### src/rtl/cavlc_level_encoder_if.sv
// cavlc_level_encoder_if: codeword valid/ready channel from the level encoder to the CAVLC bit packer.
interface cavlc_level_encoder_if #(parameter int CODE_W = 28);
    logic [CODE_W-1:0] code_o;
    logic [4:0]        code_len_o;
    logic              code_valid_o;
    logic              code_ready_i;
    modport master (output code_o, code_len_o, code_valid_o, input code_ready_i);
    modport slave  (input code_o, code_len_o, code_valid_o, output code_ready_i);
endinterface

### src/rtl/cavlc_level_encoder.sv
// cavlc_level_encoder: turns the CAVLC level list into level_prefix/level_suffix codewords.
// Define CAVLC_LEVEL_STATS_EN to add total_bits_o, the per-block sum of emitted codeword lengths.
module cavlc_level_encoder #(
    parameter int LIST_DEPTH = 16,
    parameter int LEVEL_W    = 8,
    parameter int CODE_W     = 28
) (
    input  logic                               clk,
    input  logic                               rst,
    input  logic                               start_i,
    input  logic [LIST_DEPTH-1:0][LEVEL_W-1:0] level_code_list,
    input  logic [4:0]                         level_code_cnt,
    input  logic [4:0]                         total_coeff_i,
    input  logic [1:0]                         trailing_ones_i,
    cavlc_level_encoder_if.master              cw,
    output logic                               busy_o,
    output logic                               done_o,
    output logic                               err_o
`ifdef CAVLC_LEVEL_STATS_EN
    ,
    output logic [8:0]                         total_bits_o
`endif
);
    localparam int IW   = $clog2(LIST_DEPTH);
    localparam int MW   = LEVEL_W + 1;
    localparam int LC_W = LEVEL_W + 2;

    typedef enum logic [2:0] {IDLE, INIT, CALC, OUT, DONE} state_t;
    state_t state, state_n;

    logic [4:0]              idx, cnt;
    logic [2:0]              sl, sl1, sl_up;
    logic                    err;
    logic [CODE_W-1:0]       code_q, code_n;
    logic [4:0]              len_q, len_n;
    logic signed [LEVEL_W-1:0] level;
    logic signed [MW-1:0]    lev_x;
    logic [MW-1:0]           mag;
    logic [LC_W-1:0]         lc_adj, lcu, thr, sfx_mask;
    logic                    under;

    assign level = level_code_list[idx[IW-1:0]];
    assign lev_x = {level[LEVEL_W-1], level};
    assign mag   = lev_x[MW-1] ? -lev_x : lev_x;
    // Two's-complement levelCode; the first level loses 2 when fewer than 3 trailing ones precede it.
    assign lc_adj = {mag, 1'b0} - ((level > 0) ? LC_W'(2) : LC_W'(1))
                  - ((idx == 5'd0 && trailing_ones_i != 2'd3) ? LC_W'(2) : LC_W'(0));
    assign under    = lc_adj[LC_W-1];
    assign lcu      = under ? '0 : lc_adj;
    assign thr      = (sl == 3'd0) ? LC_W'(30) : LC_W'(15) << sl;
    assign sfx_mask = (LC_W'(1) << sl) - 1'b1;
    assign sl1      = (sl == 3'd0) ? 3'd1 : sl;
    assign sl_up    = (mag > (MW'(3) << (sl1 - 3'd1)) && sl1 < 3'd6) ? sl1 + 3'd1 : sl1;

    always_comb begin
        code_n = '0;
        len_n  = '0;
        if (lcu >= thr) begin
            code_n = CODE_W'({1'b1, 12'(lcu - thr)});
            len_n  = 5'd28;
        end else if (sl == 3'd0) begin
            code_n = (lcu < LC_W'(14)) ? CODE_W'(1) : CODE_W'({1'b1, 4'(lcu - LC_W'(14))});
            len_n  = (lcu < LC_W'(14)) ? 5'(lcu + 1'b1) : 5'd19;
        end else begin
            code_n = CODE_W'((LC_W'(1) << sl) | (lcu & sfx_mask));
            len_n  = 5'((lcu >> sl) + LC_W'(sl) + 1'b1);
        end
    end

    always_ff @(posedge clk or posedge rst)
        if (rst) state <= IDLE;
        else     state <= state_n;

    always_comb begin
        state_n = state;
        case (state)
            IDLE:    state_n = start_i ? INIT : IDLE;
            INIT:    state_n = (level_code_cnt == 5'd0) ? DONE : CALC;
            CALC:    state_n = OUT;
            OUT:     state_n = !cw.code_ready_i ? OUT : (idx == cnt - 5'd1) ? DONE : CALC;
            DONE:    state_n = IDLE;
            default: state_n = IDLE;
        endcase
    end

    always_ff @(posedge clk or posedge rst) begin
        if (rst) begin
            idx    <= '0;
            cnt    <= '0;
            sl     <= '0;
            err    <= 1'b0;
            code_q <= '0;
            len_q  <= '0;
        end else begin
            case (state)
                INIT: begin
                    idx <= '0;
                    cnt <= (level_code_cnt > 5'd16) ? 5'd16 : level_code_cnt;
                    sl  <= (total_coeff_i > 5'd10 && trailing_ones_i != 2'd3) ? 3'd1 : 3'd0;
                    err <= 1'b0;
                end
                CALC: begin
                    code_q <= code_n;
                    len_q  <= len_n;
                    if (under) err <= 1'b1;
                end
                OUT: if (cw.code_ready_i) begin
                    sl  <= sl_up;
                    idx <= idx + 5'd1;
                end
                default: ;
            endcase
        end
    end

`ifdef CAVLC_LEVEL_STATS_EN
    logic [8:0] total_bits;
    always_ff @(posedge clk or posedge rst)
        if (rst)                                      total_bits <= '0;
        else if (state == INIT)                       total_bits <= '0;
        else if (state == OUT && cw.code_ready_i)     total_bits <= total_bits + 9'(len_q);
    assign total_bits_o = total_bits;
`endif

    assign cw.code_o       = code_q;
    assign cw.code_len_o   = len_q;
    assign cw.code_valid_o = (state == OUT);
    assign busy_o          = (state == INIT) || (state == CALC) || (state == OUT);
    assign done_o          = (state == DONE);
    assign err_o           = err;
endmodule
### src/flat_wrapper.sv
// flat-port wrapper written by rule: the top's interface ports become plain ports
module cavlc_level_encoder_flat 
#(
    parameter int LIST_DEPTH = 16,
    parameter int LEVEL_W    = 8,
    parameter int CODE_W     = 28
)
  (clk, rst, start_i, level_code_list, level_code_cnt, total_coeff_i, trailing_ones_i, busy_o, done_o, err_o, cw_code_o, cw_code_len_o, cw_code_valid_o, cw_code_ready_i);
  cavlc_level_encoder_if #(.CODE_W(CODE_W)) cw_i ();
  input  logic clk;
  input  logic rst;
  input  logic start_i;
  input  logic [LIST_DEPTH-1:0][LEVEL_W-1:0] level_code_list;
  input  logic [4:0] level_code_cnt;
  input  logic [4:0] total_coeff_i;
  input  logic [1:0] trailing_ones_i;
  output logic busy_o;
  output logic done_o;
  output logic err_o;
  output wire logic [$bits(cw_i.code_o)-1:0] cw_code_o;
  output wire logic [$bits(cw_i.code_len_o)-1:0] cw_code_len_o;
  output wire logic [$bits(cw_i.code_valid_o)-1:0] cw_code_valid_o;
  input wire logic [$bits(cw_i.code_ready_i)-1:0] cw_code_ready_i;
  assign cw_code_o = cw_i.code_o;
  assign cw_code_len_o = cw_i.code_len_o;
  assign cw_code_valid_o = cw_i.code_valid_o;
  assign cw_i.code_ready_i = cw_code_ready_i;
  cavlc_level_encoder #(.LIST_DEPTH(LIST_DEPTH), .LEVEL_W(LEVEL_W), .CODE_W(CODE_W)) u_core (.clk(clk), .rst(rst), .start_i(start_i), .level_code_list(level_code_list), .level_code_cnt(level_code_cnt), .total_coeff_i(total_coeff_i), .trailing_ones_i(trailing_ones_i), .cw(cw_i), .busy_o(busy_o), .done_o(done_o), .err_o(err_o));
endmodule
### config.mk
export PLATFORM = sky130hd
export DESIGN_NAME = cavlc_level_encoder_flat
export DESIGN_NICKNAME = d
export VERILOG_FILES = /design/src/rtl/cavlc_level_encoder_if.sv /design/src/rtl/cavlc_level_encoder.sv /design/src/flat_wrapper.sv
export SDC_FILE = /design/constraint.sdc
export NUM_CORES = 1
export LEC_CHECK = 0
export CAP_MARGIN = 20
export CORE_ASPECT_RATIO = 1.2
export CORE_MARGIN = 1.5
export CORE_UTILIZATION = 47
export DETAILED_ROUTE_END_ITERATION = 12
export GPL_ROUTABILITY_DRIVEN = 0
export GPL_TIMING_DRIVEN = 0
export PLACE_DENSITY_LB_ADDON = 0.12
export SLEW_MARGIN = 40
export SYNTH_ARGS = -nofsm -noshare
export SYNTH_HDL_FRONTEND = slang
export SYNTH_SLANG_ARGS = --single-unit
### constraint.sdc
create_clock -name clk -period 6.66 [get_ports clk]
set_input_delay 0.666 -clock clk [delete_from_list [all_inputs] [get_ports clk]]
set_output_delay 0.666 -clock clk [all_outputs]
set_load 0.02 [all_outputs]
==> impl_metrics.json, run 1 <==
{
  "period_needed_ps": 6410,
  "fmax_ghz": 0.156,
  "holdPathStages": 1,
  "dieWidth_um": 97.8,
  "grt.busiest_layer": "met2",
  "dieArea_um2": 11400,
  "async_flop_share_pct": 100,
  "fin_hold_ws_ps": 480,
  "slowest_stage": "mux4_2",
  "cts_tree": "done",
  "layout.cells.non_filler": 928,
  "yosys-top-cells-area": "dfrtp_1, mux4_2, ha_1, nand2_1, nor2_1",
  "cpPeakStageDelay_ps": 450,
  "hold_viol": 0,
  "cp_data_required_time_ps": 6800,
  "place_inst": 913,
  "yosys_warnings": 0,
  "grt_overflow": 0,
  "ios": 181,
  "nFillCells": 844,
  "status": "finished, final reports clean",
  "grt_max_degree": 35,
  "drc": 0,
  "setup_viol": 0,
  "syn_avg_cell_area_um2": 8.40,
  "synthMuxAreaShare_pct": 16.6,
  "area_growth_pct": 43.8,
  "synth_compound_gate_area_share_pct": 20.3,
  "drtAntennaViolNets": 0,
  "grt_util_met2_pct": 49.5,
  "reg2reg_depth": 31,
  "holdCritPathClass": "register to register",
  "crit_fanout": 6,
  "drt-vias-per-instance": 5.72,
  "synth-xor-area-share_pct": 6.46,
  "r2r_start": "u_core.idx[0]",
  "maxCapViolCount": 0,
  "cp-start-kind": "input pin",
  "final_net_count": 981,
  "syn_area_um2": 5070,
  "min_from": "u_core.cw.code_o[9]",
  "cp_data_arrival_time_ps": 6550,
  "num_vias": 5312,
  "ys_ff_latch": 34,
  "core_area_um2": 10500,
  "grt_pass1_wl_um": 24200,
  "crit_path_end_kind": "register",
  "r2r-end": "u_core.cw.code_len_o[4]",
  "htreeDepth": 2,
  "synth_edf_count": 0,
  "die_y_um": 117,
  "start_util_pct": 48.2,
  "cts-root-buf": "clkbuf_16",
  "clk_pin_slew_ps": 60,
  "relSlewSlack_pct": 48.8,
  "clk_latency_ps": 280,
  "clock_path_buffers": 2,
  "grt.total_usage_pct": 26.0,
  "synth_adder_area_share_pct": 9.77,
  "numCtsBuffers": 5,
  "hold_buffers": 0,
  "yosys.area.top_type": "dfrtp_1",
  "dp_hpwl_um": 13000,
  "crit_type": "input pin to register",
  "r2r_setup_slack_ps": 350,
  "min_to": "u_core.cw.code_o[9]",
  "tns_ps": 0,
  "finalMaxSlewViolations": 0,
  "synth_top_cell_area_share_pct": 16.8,
  "finClkSkew_ps": 6.12,
  "finalCritPeriodShare_pct": 96.2,
  "drive_gt1_share_pct": 15.5,
  "syn_inst": 604,
  "seq_area_frac_synth_pct": 16.8,
  "numPortBuffers": 165,
  "regArea_um2": 852,
  "ys.flop_type": "dfrtp_1",
  "firstDrtPassIters": 5,
  "tightest_slew_ps": 748,
  "synth_top_family_by_area": "simple AND/OR/NAND/NOR gates",
  "num_rows": 41,
  "multi_input_area_um2": 3960,
  "antenna_found_initial": 0,
  "wl_per_cell_um": 16.8,
  "insertedDiodeCount": 0,
  "grt_pass1_vias": 5157,
  "gr-usage-met3_pct": 4.63,
  "synth-simple-area-share_pct": 21.7,
  "grt.met1_usage_pct": 28.3,
  "critPathMostFrequentCell": "ha_1",
  "cts_num_sinks": 34,
  "first_iter_violations": 264,
  "yosysUniqueCellTypes": 84,
  "wl_um": 15600
}
metrics by stage:
stage	utilization, %	cell area (um2)	setup slack (ps)
floorplan	-	5130	689
global placement	66.0	6940	-452
detailed placement	66.0	6940	-575
CTS	68.3	7190	5.01
global route	69.4	7290	-22.0
finish	69.4	7290	251
Yosys cell counts (6+ instances only):
library cell  instances
mux2i_1              14
a31oi_1              15
ha_1                 38
and2_1               11
nand2b_1              8
nand2_1              75
inv_1                26
nand3_1              17
nand4_1               8
o21a_1                7
buf_4                21
a21oi_1              32
nand3b_1              6
nor3_1                7
dfrtp_1              34
nor2_1               47
nor2b_1               9
clkbuf_1             14
xnor2_1              20
mux4_2               27
o21ai_0              29
o21ai_1              10
xor2_1               10
state kept, by name, indices dropped and copies added (netlist names):
signal                count
u_core.cnt                5
u_core.cw.code_len_o      5
u_core.cw.code_o         12
u_core.err_o              1
u_core.idx                5
u_core.sl                 3
u_core.state              3
final cells by class:
type,instances,share of cell area (%)
Buffer,46,4.07
Clock buffer,5,1.72
Clock inverter,3,0.943
Inverter,34,1.80
Multi-Input combinational cell,505,54.2
Sequential cell,34,11.7
Tap cell,129,2.21
Timing Repair Buffer,172,23.4
kinds of logic (layout without fill, tap and decap cells):
logic type,after synthesis,count (layout)
fa+ha+maj,39,39
compound gates,149,149
xor+xnor,34,34
simple gates,219,219
other cells,1,16
flops,34,34
mux,48,48
buf+inv,80,260
timing repair:
action,CTS,global route
resized for setup,9,21
setup buffers,3,4
setup endpoints to repair,15,16
pin swaps,2,8
worst max-delay path by stage:
stage,endpoint,startpoint,cells past startpoint
final,u_core.cw.code_len_o[4],level_code_list[80],30
after floorplan,u_core.cw.code_o[8],level_code_list[80],30
after detailed placement,u_core.cw.code_o[8],level_code_list[0],31
after global routing,u_core.cw.code_len_o[4],level_code_list[64],30
after global placement,u_core.cw.code_o[8],level_code_list[88],31
after CTS,u_core.cw.code_len_o[4],level_code_list[0],30
per-layer routing:
layer  share of wire (%)  vias up
li1                    -     2575
met1                  37     2415
met2                  52      270
met3                 6.8       52
met4                 4.1        0
met5                   0        -
cell usage in the layout (no fill, tap or decap), types with 4 or more instances in the layout:
cell             count
a211o_1              4
a211oi_1             4
a21oi_1             31
a22oi_1              4
a31oi_1             15
and2_1              10
and3_1               4
buf_4               28
buf_6                4
clkbuf_1            14
clkbuf_16            5
clkdlybuf4s50_1    165
conb_1              16
dfrtp_1             33
ha_1                37
inv_1               24
inv_2                7
mux2_2               6
mux2i_1             13
mux4_2              27
nand2_1             74
nand2b_1             8
nand3_1             17
nand3b_1             6
nand4_1              8
nor2_1              45
nor2b_1              9
nor3_1               7
nor4_1               4
o21a_1               7
o21ai_0             25
o21ai_1             11
o31ai_1              5
xnor2_1             19
xor2_1              10
worst max-delay path, delay by kind of cell:
kind | cells | cell delay (ps)
multiplexers | 3 | 900
XOR/XNOR | 1 | 180
adder cells (fa/ha/maj) | 5 | 1290
AND/OR/NAND/NOR | 6 | 1180
buffers and inverters | 4 | 630
AO/OA/AOI/OAI | 11 | 1690
Power of run 1 is left out: the tool's default activity adds up to more than one toggle a clock period on the data nets, which glitch-free logic cannot reach.
==> run 2: changes to the inputs <==
- CAP_MARGIN: 20 -> 40
- REMOVE_ABC_BUFFERS: not set -> 1
==> run 2 against run 1 <==
Hold slack got worse by 0.99 ps. Via count decreased by 1.4%. Register-to-register slack got worse by 40 ps. Critical path type unchanged. Critical endpoint unchanged.
==> impl_metrics.json, run 2 (same netlist as run 1, synthesis figures left out) <==
{
  "drt-vias-per-instance": 5.87,
  "cp_data_arrival_time_ps": 6700,
  "die_y_um": 117,
  "numPortBuffers": 165,
  "r2r_setup_slack_ps": 310,
  "place_inst": 868,
  "layout.cells.non_filler": 892,
  "first_iter_violations": 269,
  "period_needed_ps": 6490,
  "clk_pin_slew_ps": 60,
  "grt_pass1_wl_um": 24100,
  "cp_data_required_time_ps": 6860,
  "insertedDiodeCount": 0,
  "fmax_ghz": 0.154,
  "tightest_slew_ps": 818,
  "antenna_found_initial": 0,
  "firstDrtPassIters": 6,
  "critPathMostFrequentCell": "ha_1",
  "area_growth_pct": 40.2,
  "mostFrequentLayoutCells": "clkdlybuf4s50_1, nand2_1, nor2_1, ha_1, a21oi_1",
  "setup_viol": 0,
  "setup_ws_ps": 168,
  "final_net_count": 945,
  "num_rows": 41,
  "status": "finished, final reports clean",
  "holdCritPathClass": "register to register",
  "ios": 181,
  "drive_gt1_share_pct": 14.0,
  "cts_num_sinks": 34,
  "grt_max_degree": 35,
  "dieArea_um2": 11400,
  "finalCritPeriodShare_pct": 97.5,
  "numCtsBuffers": 5,
  "r2r_start": "u_core.idx[1]",
  "wl_per_cell_um": 16.9,
  "dp_hpwl_um": 11900,
  "grt_pass1_vias": 5185,
  "cp-startpoint": "level_code_list[112]",
  "crit_path_end_kind": "register",
  "finClkSkew_ps": 4.54,
  "largest_register_ffs": 12,
  "drc": 0,
  "finalMaxSlewViolations": 0,
  "start_util_pct": 48.2,
  "min_from": "u_core.cw.code_o[12]",
  "relSlewSlack_pct": 45.4,
  "cts_tree": "done",
  "slowest_stage": "mux4_2",
  "final_common_cell": "clkdlybuf4s50_1",
  "stdcell_area_um2": 7110,
  "cpPeakStageDelay_ps": 490,
  "wl_um": 15000,
  "hold_buffers": 0,
  "crit_type": "input pin to register",
  "grt.total_usage_pct": 25.7,
  "drtAntennaViolNets": 0,
  "cts-root-buf": "clkbuf_16",
  "clock_path_buffers": 2,
  "maxCapViolCount": 0,
  "cp-start-kind": "input pin",
  "place_area_um2": 6670,
  "grt_overflow": 0,
  "pre_cts_slack_ps": -940,
  "hold_viol": 0,
  "num_vias": 5235,
  "clk_latency_ps": 280,
  "crit_fanout": 6,
  "htreeDepth": 2,
  "dieWidth_um": 97.8,
  "core_area_um2": 10500
}
-- run 2: cell count changes in the layout (fill, tap and decap cells not counted), moves of 2 or more --
cell,change
dfrtp_1,-3
buf_6,-3
dfrtp_2,+2
buf_1,-3
and2_2,+2
buf_2,-3
buf_4,-15
nand2_1,-2
mux2_2,-2
clkbuf_1,-14
-- run 2: area by class of cell --
| class | instances | area, um2 |
|---|---|---|
| clock buffers | 5 | 125 |
| multi-input cells | 505 | 3970 |
| well taps | 129 | 161 |
| inverters | 34 | 131 |
| clock inverters | 3 | 68.8 |
| repair buffers | 182 | 1800 |
| flip-flops and latches | 34 | 858 |
| fillers | 856 | 3400 |
-- run 2: worst paths after layout --
kind | to | cells after the start
min in group asynchronous | u_core.cw.code_len_o[1] | 2
min reg2reg | u_core.cw.code_o[12] | 2
max reg2reg | u_core.cw.code_len_o[4] | 29
max in group asynchronous | u_core.idx[1] | 2
min | u_core.cw.code_o[12] | 2
max | u_core.cw.code_len_o[4] | 29
-- run 2: critical path, delay by kind of cell --
family	cells	cell delay, ps
AO/OA/AOI/OAI	12	2120
XOR/XNOR	1	190
adder cells (fa/ha/maj)	5	1340
buffers and inverters	4	690
multiplexers	3	930
AND/OR/NAND/NOR	4	750
-- run 2: through the flow --
| step | util [%] | hold slack [ps] | setup TNS (ps) |
|---|---|---|---|
| 2_1_floorplan | - | 467 | -707 |
| 5_1_grt | 67.6 | 515 | -231 |
| 3_5_place_dp | 63.4 | 471 | -9610 |
| 4_1_cts | 66.1 | 488 | -11.9 |
| 3_3_place_gp | 63.2 | 466 | -19010 |
| 6_report | 67.6 | 479 | 0 |
-- run 2: per-layer routing --
metal | GRT usage (%) | wire [um] | part of all wire (%)
met5 | 0 | 0 | 0
met4 | 9.33 | 446 | 3.0
met3 | 4.22 | 904 | 6.0
met2 | 50.6 | 8010 | 53
met1 | 27.7 | 5680 | 38
-- run 2: repair_timing --
action | 4_1_cts | 5_1_grt
pin swaps | 4 | 9
hold endpoints to repair | 0 | 0
buffers inserted | 6 | 9
setup endpoints to repair | 16 | 16
resized for setup | 12 | 17
Power of run 2 is left out for the same reason.
